[src/rtl/pipe4stage.sv]
// Four-stage pipelined 16-bit ALU: S1 register read, S2 ALU, S3 write-back,
// S4 memory store. No forwarding or interlock; dependents must issue 3+ cycles later.
module pipe4stage (
  input  logic        clk1,
  input  logic        rst,
  input  logic [3:0]  rs1,
  input  logic [3:0]  rs2,
  input  logic [3:0]  rd,
  input  logic [3:0]  func,
  input  logic [7:0]  addr,
  input  logic        write,
  input  logic [7:0]  dbg_addr,
  output logic [15:0] zout,
  output logic [15:0] dbg_data
);

  logic [15:0] rf_q  [16];
  logic [15:0] mem_q [256];

  // S1
  logic        v1_q;
  logic [15:0] a1_q, b1_q;
  logic [3:0]  rd1_q, func1_q;
  logic [7:0]  addr1_q;
  // S2
  logic        v2_q;
  logic [15:0] z2_q;
  logic [3:0]  rd2_q;
  logic [7:0]  addr2_q;
  // S3
  logic        v3_q;
  logic [15:0] z3_q;
  logic [7:0]  addr3_q;

  logic [15:0] alu_d;

  always_comb begin
    alu_d = '0;
    unique case (func1_q)
      4'd0:    alu_d = a1_q + b1_q;
      4'd1:    alu_d = a1_q - b1_q;
      4'd2:    alu_d = a1_q * b1_q;
      4'd3:    alu_d = a1_q;
      4'd4:    alu_d = b1_q;
      4'd5:    alu_d = a1_q & b1_q;
      4'd6:    alu_d = a1_q | b1_q;
      4'd7:    alu_d = a1_q ^ b1_q;
      4'd8:    alu_d = ~a1_q;
      4'd9:    alu_d = ~b1_q;
      4'd10:   alu_d = a1_q >> 1;
      4'd11:   alu_d = a1_q << 1;
      default: alu_d = '0;
    endcase
  end

  // Register bank and pipeline registers; reads in S1 see pre-write-back values.
  always_ff @(posedge clk1) begin
    if (rst) begin
      for (int unsigned i = 0; i < 16; i++) rf_q[i] <= 16'(i);
      v1_q    <= 1'b0;
      a1_q    <= '0;
      b1_q    <= '0;
      rd1_q   <= '0;
      func1_q <= '0;
      addr1_q <= '0;
      v2_q    <= 1'b0;
      z2_q    <= '0;
      rd2_q   <= '0;
      addr2_q <= '0;
      v3_q    <= 1'b0;
      z3_q    <= '0;
      addr3_q <= '0;
    end else begin
      v1_q <= write;
      if (write) begin
        a1_q    <= rf_q[rs1];
        b1_q    <= rf_q[rs2];
        rd1_q   <= rd;
        func1_q <= func;
        addr1_q <= addr;
      end

      v2_q <= v1_q;
      if (v1_q) begin
        z2_q    <= alu_d;
        rd2_q   <= rd1_q;
        addr2_q <= addr1_q;
      end

      v3_q <= v2_q;
      if (v2_q) begin
        rf_q[rd2_q] <= z2_q;
        z3_q        <= z2_q;
        addr3_q     <= addr2_q;
      end
    end
  end

  // Memory is not reset, but a store is suppressed on a reset edge.
  always_ff @(posedge clk1) begin
    if (!rst && v3_q) mem_q[addr3_q] <= z3_q;
  end

  assign zout     = z2_q;
  assign dbg_data = mem_q[dbg_addr];

endmodule

[config.mk]
export PLATFORM = sky130hd
export DESIGN_NAME = pipe4stage
export DESIGN_NICKNAME = d
export VERILOG_FILES = /design/src/rtl/pipe4stage.sv
export SDC_FILE = /design/constraint.sdc
export NUM_CORES = 2
export LEC_CHECK = 0
export CORE_AREA = 2 2 565 567
export CTS_CLUSTER_DIAMETER = 30
export DETAILED_ROUTE_END_ITERATION = 8
export DIE_AREA = 0 0 567 569
export MAX_ROUTING_LAYER = met4
export PLACE_DENSITY_LB_ADDON = 0.12
export SLEW_MARGIN = 20
export SYNTH_ARGS = -nofsm -noshare
export SYNTH_HDL_FRONTEND = slang
export SYNTH_MEMORY_MAX_BITS = 65536
export SYNTH_SLANG_ARGS = --single-unit
[constraint.sdc]
create_clock -name clk1 -period 6.9 [get_ports clk1]
set_input_delay 2.07 -clock clk1 [delete_from_list [all_inputs] [get_ports clk1]]
set_output_delay 2.07 -clock clk1 [all_outputs]
set_load 0.01 [all_outputs]
Word-level counts from Yosys, hierarchy flattened
Memory sizes are Yosys's and may differ from the RTL's. A register that Yosys moved wholly into a read port is not among the register bits. Cells that the tools add are included. Widths: inputs -> output; s select.

Add/sub/neg operators: 2. Multipliers: 1. Eq/ne operators: 11. Muxes and demuxes: 11. Bitwise operators: 5. Reductions and logical operators: 4.

Operators with widths (number): $pmux 16 s12 (1); $not 16->16 (2); $add 16x16->16 (1); $and 16x16->16 (1); $eq 4x3->1 const B (4); $eq 4x4->1 const B (4); $mul 16x16->16 (1); $mux 16 (1); $or 16x16->16 (1); $reduce_or 16->1 (1); $sub 16x16->16 (1); $xor 16x16->16 (1); $eq 4x2->1 const B (2); $mux 1 (8); $eq 4x1->1 const B (1); $logic_not 4->1 (1); $mux 4 (1); $logic_and 1x1->1 (1); $logic_not 1->1 (1).

Bits in registers: 71. Memory bits (writable): 4352. Bits of input ports: 35. Output and inout bits: 32. Logic and storage cells: 47. Memories kept: 2.

Memory list: mem_q (depth 256, bits a word 16, read ports 1, clocked after memory_dff 0, wr ports 1, line 18) `logic [15:0] mem_q [256];`; rf_q (depth 16, bits a word 16, read ports 2, clocked after memory_dff 2, wr ports 16, line 17) `logic [15:0] rf_q [16];`.

Depth between registers and ports, before layout
Depth after elaboration: 5. Depth in mapped cells: 22. Gate-level depth less buffers: 21.

Worst setup path after synthesis
Ideal clock, no wire load.

Path kind: input to output. Start: input port dbg_addr[0]. End: output port dbg_data[0]. Arrival time: 4948 ps. Data required time: 4830 ps. Slack: -118 ps. Cell stages on the path: 7. Buffers on the path: 3. Path through: clkbuf_1 > buf_2 > clkbuf_1 > mux4_2 > mux4_2 > mux4_2 > mux4_2.

Cells in the longest elaborated chain, start to end: 1.

Ends and longest elaborated chain: start, declared (line 12) `input logic [7:0] dbg_addr,`; $mem_v2 256x16; end, declared (line 14) `output logic [15:0] dbg_data`.

No other way between the ends.

Final worst setup path
Start: input port dbg_addr[0]. End: output port dbg_data[9].

Same word-level chain as after synthesis.

==> impl_metrics.csv <==
group,metric,value,unit
run_status,outcome,"complete, but fails checks",
run_status,violations,"negative setup slack",
synthesis,yosysTopAreaCell,"edfxtp_1",
synthesis,ys.flop_type,"edfxtp_1",
cells_and_area,layout-drive-gt1-share,0.371,
cells_and_area,area_growth,21.8,%
global_routing,grt_pass1_vias,92900,
cells_and_area,final_nets,9446,
timing,setup_viol,16,
place,place_area,0.190,sq mm
synthesis,synth_edf_count,4352,
timing,fin_crit_sh,1.09,
synthesis,synthArstFlopShare,0,
synthesis,syn-cell-area,0.180,sq mm
worst_setup_path,cp_data_required_time,4.83,ns
worst_setup_path,cp_num_cells,9,
floorplanning,chipWidth,567,um
synthesis,seq_area_frac_synth,0.739,
detailed_routing,routed_wl,483,mm
timing,min_period,7.54,ns
cts,tritoncts,"yes",
synthesis,syn_avg_cell_area,22.1,sq um
worst_setup_path,end_kind,"output pin",
worst_setup_path,r2r_cells,18,
synthesis,synthDistinctLibCells,63,
synthesis,synthesis.nets,8333,
floorplanning,ios,67,
synthesis,yosysWarnings,0,
worst_setup_path,critPathSlowestCell,"mux4_2",
cts,clk_pin_slew,0.05,ns
power_and_ir_drop,vdd_ir_drop_max,0.000256,V
floorplanning,die_h,569,um
timing,max_freq,133,MHz
detailed_routing,vias,92000,
global_routing,gr-total-overflow,0,
synthesis,synth_common_cells,"4352 x edfxtp_1, 1520 x mux4_2, 453 x nor2_1, 347 x clkbuf_1, 193 x and2_1",
global_routing,grt_pass1_wl,689,mm
global_routing,grt_max_degree,221,
detailed_routing,drtPass1Iterations,7,
synthesis,yosys-top-cells-area,"edfxtp_1 73%, mux4_2 19%, dfxtp_1 1.1%",
timing,rsz0062_at_grt,"true",
detailed_routing,remaining_drc_errors,0,
place,place_inst,12500,
synthesis,syn_inst,8120,
worst_setup_path,start_kind,"primary input",
synthesis,ys_seq_elements,4455,
cts,cts_sinks,4455,
timing,tightest_slew,1.21,ns
min_path,hold_class,"reg2reg",
timing,finalMaxSlewViolations,0,
detailed_routing,ant_nets,0,
worst_setup_path,crit_path_frequent_cell,"mux4_2",
synthesis,yosysMostFrequentCell,"edfxtp_1",
cells_and_area,final_cells,14100,
detailed_routing,via_per_inst,6.53,
global_routing,grtUsageTotal,0.309,
worst_setup_path,rrSetupSlack,0.74,ns
floorplanning,die-area,0.323,sq mm
worst_setup_path,crit_buf_inv,5,
detailed_routing,drtIter0Drc,12800,
place,dp.final_hpwl,286,mm
cts,hold_buffers,0,
power_and_ir_drop,cellPowerDensity,325,mW/mm^2
timing,hold_viol,0,
timing,skew,0.0592,ns
worst_setup_path,crit_start,"dbg_addr[0]",
worst_setup_path,crit_arrival,5.47,ns
cts,root_buffer,"clkbuf_16",
cells_and_area,design_area,0.219,sq mm
detailed_routing,avgRoutedWirePerCell,34.3,um
floorplanning,initial_core_util,0.567,
worst_setup_path,crit_family,"multiplexers",
place,port_buffers,66,
worst_setup_path,critPathCapture,"dbg_data[9]",
worst_setup_path,critPathMaxFanout,7,
floorplanning,num_rows,207,
cts,clockBufferDepth,4,
worst_setup_path,worstReg2RegEnd,"zout[15]",
timing,worst_slack,-0.638,ns
synthesis,synth_top_cell_area_share,0.727,
global_routing,antenna_found_initial,25,
cts,htreeDepth,6,
timing,relSlewSlack,0.195,
power_and_ir_drop,p_leak,73.2,nW
place,gp_congestion,0.924,
worst_setup_path,path_class,"in2out",
floorplanning,fp.coreArea,0.317,sq mm
cts,insertion_delay,1.09,ns
cts,cts_buffers,756,
worst_setup_path,slowest_delay,0.72,ns
run,drv_cap,0,
worst_setup_path,path_cells,"buf_16 > buf_16 > buf_12 > buf_16 > mux4_2 > mux4_2 > mux4_2 > mux4_2 > buf_6",
worst_setup_path,r2r_start,"b1_q[3]",
state kept, by name, summed over array words and instances, names as in the netlist:
| signal | cells |
|---|---|
| b1_q | 16 |
| v3_q | 1 |
| zout | 16 |
| addr3_q | 8 |
| mem_q | 4096 |
| v1_q | 1 |
| rd2_q | 4 |
| v2_q | 1 |
| a1_q | 16 |
| addr1_q | 8 |
| addr2_q | 8 |
| z3_q | 16 |
| rf_q | 256 |
| func1_q | 4 |
| rd1_q | 4 |
tightest hold or removal path, cell delays in order, from the launching register on:
cell and delay (ns):
dfxtp_1 0.32, mux2i_1 0.06, nor2_1 0.07
layout make-up:
cell class                 instances  area [sq um]
timing repair buffer             861          9490
inverter                         157           589
clock buffer                     831         19500
clock inverter                   587          6860
fill                           19000         97900
multi-input combinational       3002         44400
antenna                           10          25.0
sequential                      4455        133000
tap                             4180          5230
where the power goes:
group | total, W | switching, W | internal [W] | leakage (nW)
logic | 0.00358 | 0.00195 | 0.00163 | 19.4
registers | 0.0296 | 0.000128 | 0.0295 | 41.3
clock network | 0.0378 | 0.0138 | 0.0241 | 12.5
total | 0.0710 | 0.0159 | 0.0552 | 73.2
cell usage in the layout, fill, tap and decap left out, types with 16 or more instances in the layout:
| cell | count |
|---|---|
| a21oi_1 | 33 |
| clkinv_16 | 22 |
| ha_1 | 97 |
| edfxtp_1 | 4352 |
| dfxtp_4 | 16 |
| clkinv_4 | 82 |
| or3_1 | 35 |
| mux4_2 | 1520 |
| clkdlybuf4s50_1 | 38 |
| o21ai_0 | 26 |
| a221oi_1 | 18 |
| nand3_1 | 26 |
| or2_2 | 20 |
| nand2_1 | 132 |
| dfxtp_1 | 86 |
| inv_6 | 75 |
| a22oi_1 | 24 |
| clkinvlp_4 | 98 |
| fa_1 | 81 |
| clkbuf_1 | 62 |
| clkinv_2 | 91 |
| clkinv_1 | 99 |
| mux2i_1 | 98 |
| nor3_1 | 41 |
| buf_6 | 47 |
| clkbuf_16 | 775 |
| nor2_1 | 439 |
| and2_1 | 193 |
| bufinv_16 | 90 |
| inv_1 | 147 |
| buf_4 | 579 |
| xnor2_1 | 51 |
| buf_16 | 42 |
| buf_12 | 126 |
worst min path at each step:
| stage | startpoint | endpoint | slack [ns] | cells after the start |
|---|---|---|---|---|
| 2_1_floorplan | addr1_q[0] | addr1_q[0] | 0.46 | 2 |
| 3_3_place_gp | addr2_q[3] | addr2_q[3] | 0.48 | 2 |
| 3_5_place_dp | rd1_q[3] | rd1_q[3] | 0.49 | 2 |
| 4_1_cts | rd1_q[3] | rd1_q[3] | 0.50 | 2 |
| 5_1_grt | addr1_q[7] | addr2_q[7] | 0.52 | 2 |
| 6_report | addr1_q[2] | addr1_q[2] | 0.49 | 2 |
logic make-up (layout without fill, tap and decap cells):
logic type               after synthesis  after routing  synth area share
flip-flops                          4455           4455             0.739
XOR/XNOR                              63             63           0.00315
other                                  0             10                 0
buffers and inverters                663           2436            0.0144
AND/OR/NAND/NOR                      967            967            0.0250
adder cells (fa/ha/maj)              178            178            0.0158
multiplexers                        1618           1618             0.196
AO/OA/AOI/OAI                        176            176           0.00690
per-layer routing:
metal / track usage / routed length (um)
met5: - / 0
met4: 0.113 / 19300
met3: 0.0589 / 47000
met2: 0.467 / 231000
met1: 0.429 / 185000
per-stage QoR:
| step | setup WS, ns | total power, W | hold slack (ns) | TNS, ns | util |
|---|---|---|---|---|---|
| floorplan | 0.0439 | 0.0321 | 0.460 | 0 | - |
| global placement | -1.22 | 0.0335 | 0.477 | -15.85 | 0.600 |
| detailed placement | -1.21 | 0.0335 | 0.485 | -15.87 | 0.600 |
| CTS | -0.581 | 0.0713 | 0.496 | -8.46 | 0.689 |
| global route | -0.557 | 0.0728 | 0.517 | -8.21 | 0.691 |
| finish | -0.638 | 0.0710 | 0.494 | -8.67 | 0.691 |
what timing repair did:
action | CTS | global route
setup endpoints to repair | 16 | 16
cloned | 22 | 9
gates resized for setup | 169 | 23
setup buffers | 70 | 29
Note: power is estimated with default switching activity, not from simulation.
